==> src/rtl/add_rs.sv <==
// add_rs: reservation station for the add/sub/logic functional unit.
// Holds up to ENTRIES instructions, snoops the CDB for pending operands and
// issues one READY entry per cycle when the ALU reports available.
// Optional macro RS_AGE_ORDER_EN: issue the oldest READY entry instead of the
// lowest-index one.

// One station slot: owns a fixed label and walks FREE -> WAIT/READY -> EXEC -> FREE.
module add_rs_entry #(
  parameter int          DW    = 32,
  parameter logic [3:0]  LABEL = 4'd1
) (
  input  logic          clk,
  input  logic          nRST,
  input  logic          wr,
  input  logic [1:0]    wr_op,
  input  logic [3:0]    wr_qj,
  input  logic [DW-1:0] wr_vj,
  input  logic [3:0]    wr_qk,
  input  logic [DW-1:0] wr_vk,
  input  logic          cdb_valid,
  input  logic [3:0]    cdb_label,
  input  logic [DW-1:0] cdb_data,
  input  logic          iss,
  output logic          is_free,
  output logic          is_ready,
  output logic [1:0]    op,
  output logic [DW-1:0] vj,
  output logic [DW-1:0] vk
);
  typedef enum logic [1:0] {FREE, WAIT, READY, EXEC} state_t;

  state_t     state;
  logic [3:0] qj, qk;
  logic       hit_j, hit_k;

  // Label 0 means "no producer", so it never matches a broadcast.
  assign hit_j    = cdb_valid && (qj != 4'd0) && (qj == cdb_label);
  assign hit_k    = cdb_valid && (qk != 4'd0) && (qk == cdb_label);
  assign is_free  = (state == FREE);
  assign is_ready = (state == READY);

  // Slot state machine: dispatch write, operand capture, issue and release.
  always_ff @(posedge clk or negedge nRST) begin
    if (!nRST) begin
      state <= FREE;
      op    <= '0;
      qj    <= '0;
      vj    <= '0;
      qk    <= '0;
      vk    <= '0;
    end else begin
      case (state)
        FREE: if (wr) begin
          op    <= wr_op;
          qj    <= wr_qj;
          vj    <= wr_vj;
          qk    <= wr_qk;
          vk    <= wr_vk;
          state <= (wr_qj == 4'd0 && wr_qk == 4'd0) ? READY : WAIT;
        end
        WAIT: begin
          if (hit_j) begin
            qj <= 4'd0;
            vj <= cdb_data;
          end
          if (hit_k) begin
            qk <= 4'd0;
            vk <= cdb_data;
          end
          if ((hit_j || qj == 4'd0) && (hit_k || qk == 4'd0)) state <= READY;
        end
        READY: if (iss) state <= EXEC;
        EXEC:  if (cdb_valid && cdb_label == LABEL) state <= FREE;
        default: state <= FREE;
      endcase
    end
  end
endmodule

module add_rs #(
  parameter int ENTRIES    = 3,
  parameter int LABEL_BASE = 1,
  parameter int DW         = 32
) (
  input  logic          clk,
  input  logic          nRST,
  input  logic          issueEN,
  input  logic [1:0]    issueOp,
  input  logic [3:0]    issueQj,
  input  logic [DW-1:0] issueVj,
  input  logic [3:0]    issueQk,
  input  logic [DW-1:0] issueVk,
  output logic          full,
  output logic [3:0]    issueLabel,
  input  logic          cdbValid,
  input  logic [3:0]    cdbLabel,
  input  logic [DW-1:0] cdbData,
  input  logic          aluAvailable,
  output logic          aluWEN,
  output logic [1:0]    aluOp,
  output logic [DW-1:0] aluData1,
  output logic [DW-1:0] aluData2,
  output logic [3:0]    aluLabel
);
  logic [ENTRIES-1:0]         free_v, ready_v, disp_oh, sel_oh, wr, iss;
  logic [ENTRIES-1:0][1:0]    op_v;
  logic [ENTRIES-1:0][DW-1:0] vj_v, vk_v;
  logic [3:0]                 eff_qj, eff_qk;
  logic [DW-1:0]              eff_vj, eff_vk;
  logic                       disp_acc;

  // Dispatch-time CDB bypass so a same-cycle broadcast is not missed.
  always_comb begin
    eff_qj = issueQj;
    eff_vj = issueVj;
    eff_qk = issueQk;
    eff_vk = issueVk;
    if (cdbValid && issueQj != 4'd0 && issueQj == cdbLabel) begin
      eff_qj = 4'd0;
      eff_vj = cdbData;
    end
    if (cdbValid && issueQk != 4'd0 && issueQk == cdbLabel) begin
      eff_qk = 4'd0;
      eff_vk = cdbData;
    end
  end

  // Lowest-index FREE entry takes the next dispatch; label 0 when full.
  always_comb begin
    disp_oh    = '0;
    issueLabel = 4'd0;
    for (int i = 0; i < ENTRIES; i++) begin
      if (free_v[i] && disp_oh == '0) begin
        disp_oh[i] = 1'b1;
        issueLabel = 4'(LABEL_BASE + i);
      end
    end
  end

  assign full     = ~|free_v;
  assign disp_acc = issueEN && !full;
  assign wr       = disp_acc ? disp_oh : '0;
  assign aluWEN   = aluAvailable && (|ready_v);
  assign iss      = aluWEN ? sel_oh : '0;

`ifdef RS_AGE_ORDER_EN
  logic [ENTRIES-1:0][2:0] age;
  logic [2:0]              best_age;

  // Age counts dispatches accepted while the entry is occupied, saturating at 7.
  always_ff @(posedge clk or negedge nRST) begin
    if (!nRST) begin
      age <= '0;
    end else begin
      for (int i = 0; i < ENTRIES; i++) begin
        if (wr[i])
          age[i] <= 3'd0;
        else if (disp_acc && !free_v[i] && age[i] != 3'd7)
          age[i] <= age[i] + 3'd1;
      end
    end
  end

  // Oldest READY entry wins; strict compare keeps the lowest index on ties.
  always_comb begin
    sel_oh   = '0;
    best_age = 3'd0;
    for (int i = 0; i < ENTRIES; i++) begin
      if (ready_v[i] && (sel_oh == '0 || age[i] > best_age)) begin
        sel_oh    = '0;
        sel_oh[i] = 1'b1;
        best_age  = age[i];
      end
    end
  end
`else
  // Lowest-index READY entry wins.
  always_comb begin
    sel_oh = '0;
    for (int i = 0; i < ENTRIES; i++) begin
      if (ready_v[i] && sel_oh == '0) sel_oh[i] = 1'b1;
    end
  end
`endif

  // Issue-port mux; outputs stay 0 unless an issue is happening.
  always_comb begin
    aluOp    = '0;
    aluData1 = '0;
    aluData2 = '0;
    aluLabel = 4'd0;
    for (int i = 0; i < ENTRIES; i++) begin
      if (iss[i]) begin
        aluOp    = op_v[i];
        aluData1 = vj_v[i];
        aluData2 = vk_v[i];
        aluLabel = 4'(LABEL_BASE + i);
      end
    end
  end

  for (genvar g = 0; g < ENTRIES; g++) begin : g_ent
    add_rs_entry #(.DW(DW), .LABEL(4'(LABEL_BASE + g))) u_ent (
      .clk      (clk),
      .nRST     (nRST),
      .wr       (wr[g]),
      .wr_op    (issueOp),
      .wr_qj    (eff_qj),
      .wr_vj    (eff_vj),
      .wr_qk    (eff_qk),
      .wr_vk    (eff_vk),
      .cdb_valid(cdbValid),
      .cdb_label(cdbLabel),
      .cdb_data (cdbData),
      .iss      (iss[g]),
      .is_free  (free_v[g]),
      .is_ready (ready_v[g]),
      .op       (op_v[g]),
      .vj       (vj_v[g]),
      .vk       (vk_v[g])
    );
  end
endmodule
==> config.mk <==
export PLATFORM = sky130hd
export DESIGN_NAME = add_rs
export DESIGN_NICKNAME = d
export VERILOG_FILES = /design/src/rtl/add_rs.sv
export SDC_FILE = /design/constraint.sdc
export NUM_CORES = 1
export LEC_CHECK = 0
export CAP_MARGIN = 20
export CORE_MARGIN = 2
export CORE_UTILIZATION = 51
export CTS_BUF_LIST = sky130_fd_sc_hd__clkbuf_8
export CTS_CLUSTER_DIAMETER = 100
export DETAILED_ROUTE_END_ITERATION = 10
export PLACE_DENSITY_LB_ADDON = 0.15
export SYNTH_ARGS = -nofsm -noshare
export SYNTH_HDL_FRONTEND = slang
export SYNTH_SLANG_ARGS = --single-unit
==> constraint.sdc <==
create_clock -name clk -period 2.26 [get_ports clk]
set_clock_uncertainty 0.1 [all_clocks]
set_input_delay 0.452 -clock clk [delete_from_list [all_inputs] [get_ports clk]]
set_output_delay 0.452 -clock clk [all_outputs]
set_load 0.05 [all_outputs]
==> reports/results.ini, run 1 <==
[run_status]
status = finished with violations
violations = negative setup slack

[die]
dieArea_sq_um = 26900
chipHeight_microns = 164
pin_count = 191
core.rowCount = 58
die_w_microns = 164
start_util = 0.518
core-area_sq_um = 25200

[yosys]
syn_area_per_cell_sq_um = 12.3
ys_types = 51
ys_async_sr_fraction = 1.00
syn_area_sq_um = 13000
yosysTopAreaCell = dfrtp_1
syn_inst = 1063
ys_seq_area_frac = 0.437
yosysWarnings = 0
yosys-top-cells-area = dfrtp_1, mux2_2, a222oi_1
synth_top_area_share = 0.437
ys.flop_type = dfrtp_1
synth-edff-count = 0
synth-seq-cells = 228

[pwr]
p_leak_uw = 0.00876
vdd_ir_drop_max_v = 0.00145
powerDensity_nw_per_um2 = 1700

[clocking]
cts_tree = done
clk_pin_slew_worst_paths_ns = 0.06
insertion_delay_ns = 0.55
cts.sinks = 228
htreeDepth = 2
numCtsBuffers = 39
clockBufferDepth = 3
ctsRootBufferMaster = clkbuf_8

[timing]
fin_crit_ns = 3.06
period_share = 1.35
rsz0062_at_grt = true
maxSlewViolCount = 0
postLayoutSetupSlackWorst_ns = -0.795
clock.fmax_mhz = 327
final.setup.tns_ns = -43.26
hold_viol = 0
max_slew_margin = 0.673
worst_slew_pin_slew_ns = 0.484
finalSetupViolations = 102

[setup_path]
rr_worst_depth = 12
r2r-start = g_ent[0].u_ent.state[0]
crit_required_ns = 1.71
path_class = register to output port
worst_setup_path_end_kind = output port
regToRegEndpoint = g_ent[2].u_ent.state[0]
worstPathMaxFanout = 23
critPathLaunch = g_ent[0].u_ent.state[0]
cp.arrival_ns = 2.50
crit_end = aluData2[31]
r2r_slack_ns = -0.10
start_kind = register

[min_path]
hold_depth = 3
hold_path.class = input port to register

[placement]
port_buffers = 186
dp_cells = 1615
gp_congestion = 0.862
dp_hpwl_microns = 24300

[final_layout]
layout.nets = 1530
fin_cells = 1763
layout-drive-gt1-share = 0.551
synthToLayoutAreaGrowth_pct = 49.9

[global_routing]
overflow = 0
grt_max_degree = 63
gr-usage-all-layers = 0.310
grt_pass1_vias = 11100
grt_antenna_before_repair = 1
grt_pass1_wl_microns = 63800

[routing]
drtIter0Drc = 1301
drc_errors = 0
firstDrtPassIters = 6
routed_via_density = 6.13
routed_wl_microns = 45700
dr_total_vias = 10800
wl_per_cell_microns = 25.9
ant_nets = 0

[run]
drv_cap = 0

-- cell families (layout without fill, tap and decap cells) --
group | Yosys count | in the layout | share of synthesized area
AO/OA/AOI/OAI | 128 | 128 | 0.0859
XOR/XNOR | 25 | 25 | 0.0168
adder cells (fa/ha/maj) | 12 | 12 | 0.0115
buffers and inverters | 167 | 533 | 0.0583
flip-flops | 228 | 228 | 0.437
multiplexers | 408 | 408 | 0.352
other | 1 | 5 | 0.000287
AND/OR/NAND/NOR | 94 | 94 | 0.0378
-- area by class of cell --
| cell class | count | area [sq um] |
|---|---|---|
| diodes | 1 | 2.50 |
| clock buffers | 47 | 647 |
| clock inverters | 23 | 96.3 |
| fillers | 1469 | 5630 |
| inverters | 93 | 362 |
| multi-input cells | 671 | 7350 |
| flip-flops and latches | 228 | 5710 |
| well taps | 330 | 413 |
| repair buffers | 370 | 4980 |
-- per-layer routing --
layer  GRT usage  routed length (microns)
met5           0                        0
met2       0.515                    22000
met1       0.408                    17800
met4       0.121                     1800
met3      0.0533                     4120
-- cells in the mapped netlist (all sizes together), types with 14 or more instances --
master	n
mux2	393
dfrtp	228
inv	93
a222oi	66
buf	50
nand2	33
clkbuf	24
nor2	18
xnor2	17
mux2i	15
o21ai	15
a21oi	14
-- layout by cell type, fill, tap and decap left out, types with 8 or more instances in the layout --
cell	n
clkbuf_8	47
clkdlybuf4s50_1	100
dfrtp_1	228
buf_12	115
inv_2	31
xnor2_1	17
mux2_2	305
a21oi_4	10
inv_1	79
clkbuf_16	11
nand2_1	31
buf_4	86
mux2_1	9
a222oi_1	66
mux2i_1	15
o21ai_0	11
buf_6	33
ha_4	8
mux2_4	79
nor2_1	14
-- stage by stage --
step / total power (uW) / hold WS, ns / worst slack [ns] / area, sq um / utilization
2_1_floorplan: 18000 / 0.0564 / -0.0561 / 13200 / -
3_3_place_gp: 24400 / 0.279 / -0.645 / 17000 / 0.674
3_5_place_dp: 24800 / 0.281 / -0.666 / 17000 / 0.674
6_report: 33200 / 0.150 / -0.795 / 19500 / 0.776
4_1_cts: 30900 / 0.298 / -0.615 / 18800 / 0.748
5_1_grt: 34400 / 0.145 / -0.830 / 19500 / 0.776
-- timing repair --
action,in CTS,in global routing
pin swaps,30,24
hold buffers,1,0
gates resized for setup,131,91
hold endpoints to repair,43,0
setup buffers,35,35
gates cloned,12,12
setup endpoints to repair,271,237
-- registers in the layout, summed over array words and instances, names as in the netlist --
signal	flops
g_ent.u_ent.op	6
g_ent.u_ent.qj	12
g_ent.u_ent.qk	12
g_ent.u_ent.state	6
g_ent.u_ent.vj	96
g_ent.u_ent.vk	96
-- worst max-delay path, stage by stage (launching register included) --
cell      delay (ns)
dfrtp_1         0.39
inv_2           0.08
ha_4            0.14
and3b_4         0.30
buf_12          0.20
a222oi_1        0.42
inv_1           0.21
buf_12          0.20
-- power by group --
group | total [uW] | internal (uW) | switching [uW]
combinational | 21900 | 12000 | 9930
sequential | 7630 | 6290 | 1340
clock | 3650 | 1880 | 1770
-- worst min-delay path by stage --
stage | from | endpoint | slack, ns
floorplan | nRST | g_ent[0].u_ent.op[0] | 0.06
global placement | nRST | g_ent[0].u_ent.vj[29] | 0.28
detailed placement | nRST | g_ent[0].u_ent.vj[26] | 0.28
CTS | nRST | g_ent[2].u_ent.vk[26] | 0.30
global route | issueQj[2] | g_ent[0].u_ent.qj[2] | 0.15
finish | issueQj[2] | g_ent[0].u_ent.qj[2] | 0.15
No activity file was read; power rests on OpenSTA's default activity.
==> run 2, diff against run 1 <==
--- a/config.mk
+++ b/config.mk
@@ -11,7 +11,7 @@
 export CTS_BUF_LIST = sky130_fd_sc_hd__clkbuf_8
 export CTS_CLUSTER_DIAMETER = 100
 export DETAILED_ROUTE_END_ITERATION = 10
-export PLACE_DENSITY_LB_ADDON = 0.15
+export PLACE_DENSITY = 0.88
 export SYNTH_ARGS = -nofsm -noshare
 export SYNTH_HDL_FRONTEND = slang
 export SYNTH_SLANG_ARGS = --single-unit
==> reports/results.ini, run 2 (synthesis results as in run 1) <==
[min_path]
hold_path.class = input port to async pin

[placement]
port_buffers = 186  ; unchanged
dp_hpwl_microns = 27500  ; +13%
gp_congestion = 0.918  ; +6.5%

[timing]
period_share = 1.42  ; +0.0722
max_slew_margin = 0.531  ; -0.142
maxSlewViolCount = 0  ; unchanged
postLayoutSetupSlackWorst_ns = -0.958  ; -0.163 ns
worst_slew_pin_slew_ns = 0.700  ; +0.216 ns
finalSetupViolations = 289  ; +180%
fin_crit_ns = 3.22  ; +0.163 ns
rsz0062_at_grt = true
clock.fmax_mhz = 311  ; -5.1%
hold_viol = 0  ; unchanged

[pwr]
p_leak_uw = 0.00880  ; +0.39%
p_total_uw = 35300  ; +6.3%
vdd_ir_drop_max_v = 0.00115  ; -21%
powerDensity_nw_per_um2 = 1780  ; +4.9%

[die]
pin_count = 191  ; unchanged
chipHeight_microns = 164  ; unchanged
die_w_microns = 164  ; unchanged
core-area_sq_um = 25200  ; unchanged
core.rowCount = 58  ; unchanged
start_util = 0.518  ; unchanged
dieArea_sq_um = 26900  ; unchanged

[final_layout]
synthToLayoutAreaGrowth_pct = 52.0
final_common_cell = mux2_2
post-route-util = 0.787  ; +0.0109
largest_registers = g_ent.u_ent.vj (96), g_ent.u_ent.vk (96)
layout.nets = 1558  ; +1.8%
layout-drive-gt1-share = 0.566  ; +0.0150
final_cell_mix = mux2_2, dfrtp_1, buf_12

[run]
drv_cap = 0  ; unchanged

[clocking]
insertion_delay_ns = 0.57  ; +0.02 ns
numCtsBuffers = 39  ; unchanged
cts.sinks = 228  ; unchanged
clockBufferDepth = 3  ; unchanged
clk_pin_slew_worst_paths_ns = 0.07  ; about the same
htreeDepth = 2  ; unchanged
ctsRootBufferMaster = clkbuf_8
cts_tree = done

[routing]
firstDrtPassIters = 7  ; +1
routed_wl_microns = 58100  ; +27%
ant_nets = 0  ; unchanged
drc_errors = 0  ; unchanged
routed_via_density = 7.03  ; +15%
drtIter0Drc = 1914  ; +47%
wl_per_cell_microns = 32.6  ; +26%
dr_total_vias = 12500  ; +16%

[setup_path]
cp.arrival_ns = 2.67  ; +0.17 ns
critPathTopFamily = buffers and inverters
path_cells = inv_2 > ha_4 > and3b_4 > buf_12 > buf_8 > a222oi_1 > inv_1 > buf_12
worstPathMaxFanout = 8  ; -65%
cpPeakStageDelay_ns = 0.48  ; +0.06 ns
crit_path_top_delay_cell = a222oi_1
path_buf_inv = 5  ; +1
crit_top_cell = buf_12
crit_required_ns = 1.71  ; about the same
worst_setup_path_end_kind = output port
path_class = register to output port
start_kind = register

[run_status]
violations = negative setup slack
status = finished with violations

[global_routing]
grt_pass1_vias = 12800  ; +16%
gr-usage-all-layers = 0.381  ; +0.0709
grt_pass1_wl_microns = 76900  ; +21%
grt_max_degree = 62  ; -1.6%
grt_antenna_before_repair = 2  ; +1
overflow = 0  ; unchanged

## run 2: changes by cell type in the layout (fill, tap and decap cells not counted), moves of 5 or more
cell,delta
mux2_4,-24
buf_8,+6
clkbuf_2,-5
buf_4,+12
mux2_2,+26
inv_1,-13
clkbuf_16,-6
buf_6,+7
buf_16,+11
dlygate4sd2_1,+5
## run 2: report_power, final
part	internal, uW	switching [uW]
clock	1750	1830
sequential	6290	1740
combinational	12300	11300
total	20400	14900
## run 2: final cells by class
class	instances	area, sq um
Multi-Input combinational cell	671	7300
Sequential cell	228	5710
Timing Repair Buffer	398	5360
Fill cell	1141	5360
Clock buffer	44	606
Tap cell	330	413
Inverter	93	372
Clock inverter	13	55.1
Antenna cell	3	7.51
## run 2: worst paths after layout
check                                   startpoint                    end  slack, ns  cells past startpoint
max                        g_ent[0].u_ent.state[0]           aluData2[22]      -0.96                      8
min                                           nRST  g_ent[1].u_ent.vj[29]       0.30                      2
max reg2reg                g_ent[0].u_ent.state[1]  g_ent[1].u_ent.vj[21]      -0.37                     12
min reg2reg                   g_ent[2].u_ent.vj[4]   g_ent[2].u_ent.vj[4]       0.41                      1
max in group asynchronous                     nRST  g_ent[0].u_ent.vj[20]       1.04                      3
min in group clk              g_ent[2].u_ent.vj[4]   g_ent[2].u_ent.vj[4]       0.41                      1
## run 2: layer usage
layer / wire, microns / share of wire / track usage
met1: 19100 / 0.33 / 0.453
met2: 25900 / 0.45 / 0.604
met3: 7420 / 0.13 / 0.106
met4: 5660 / 0.097 / 0.260
met5: 0 / 0 / 0
## run 2: through the flow
stage	cell area, sq um	std cells	hold slack (ns)	TNS (ns)	setup WS (ns)
final	19800	1780	0.302	-104.39	-0.958
after global placement	17200	1637	0.279	-145.08	-0.584
after floorplan	13200	1066	0.0564	-1.14	-0.0561
after detailed placement	17200	1637	0.292	-159.43	-0.690
after global routing	19800	1779	0.350	-123.65	-0.971
after CTS	19300	1755	0.343	-104.08	-0.705
## run 2: repair_timing
item                                    in CTS  in global routing
gates resized for setup                    161                 69
cloned                                      19                  5
endpoints found under the setup margin     276                292
endpoints found under the hold margin       45                  0
hold buffers                                 1                  0
setup buffers                               44                 28
pin swaps                                   21                 19
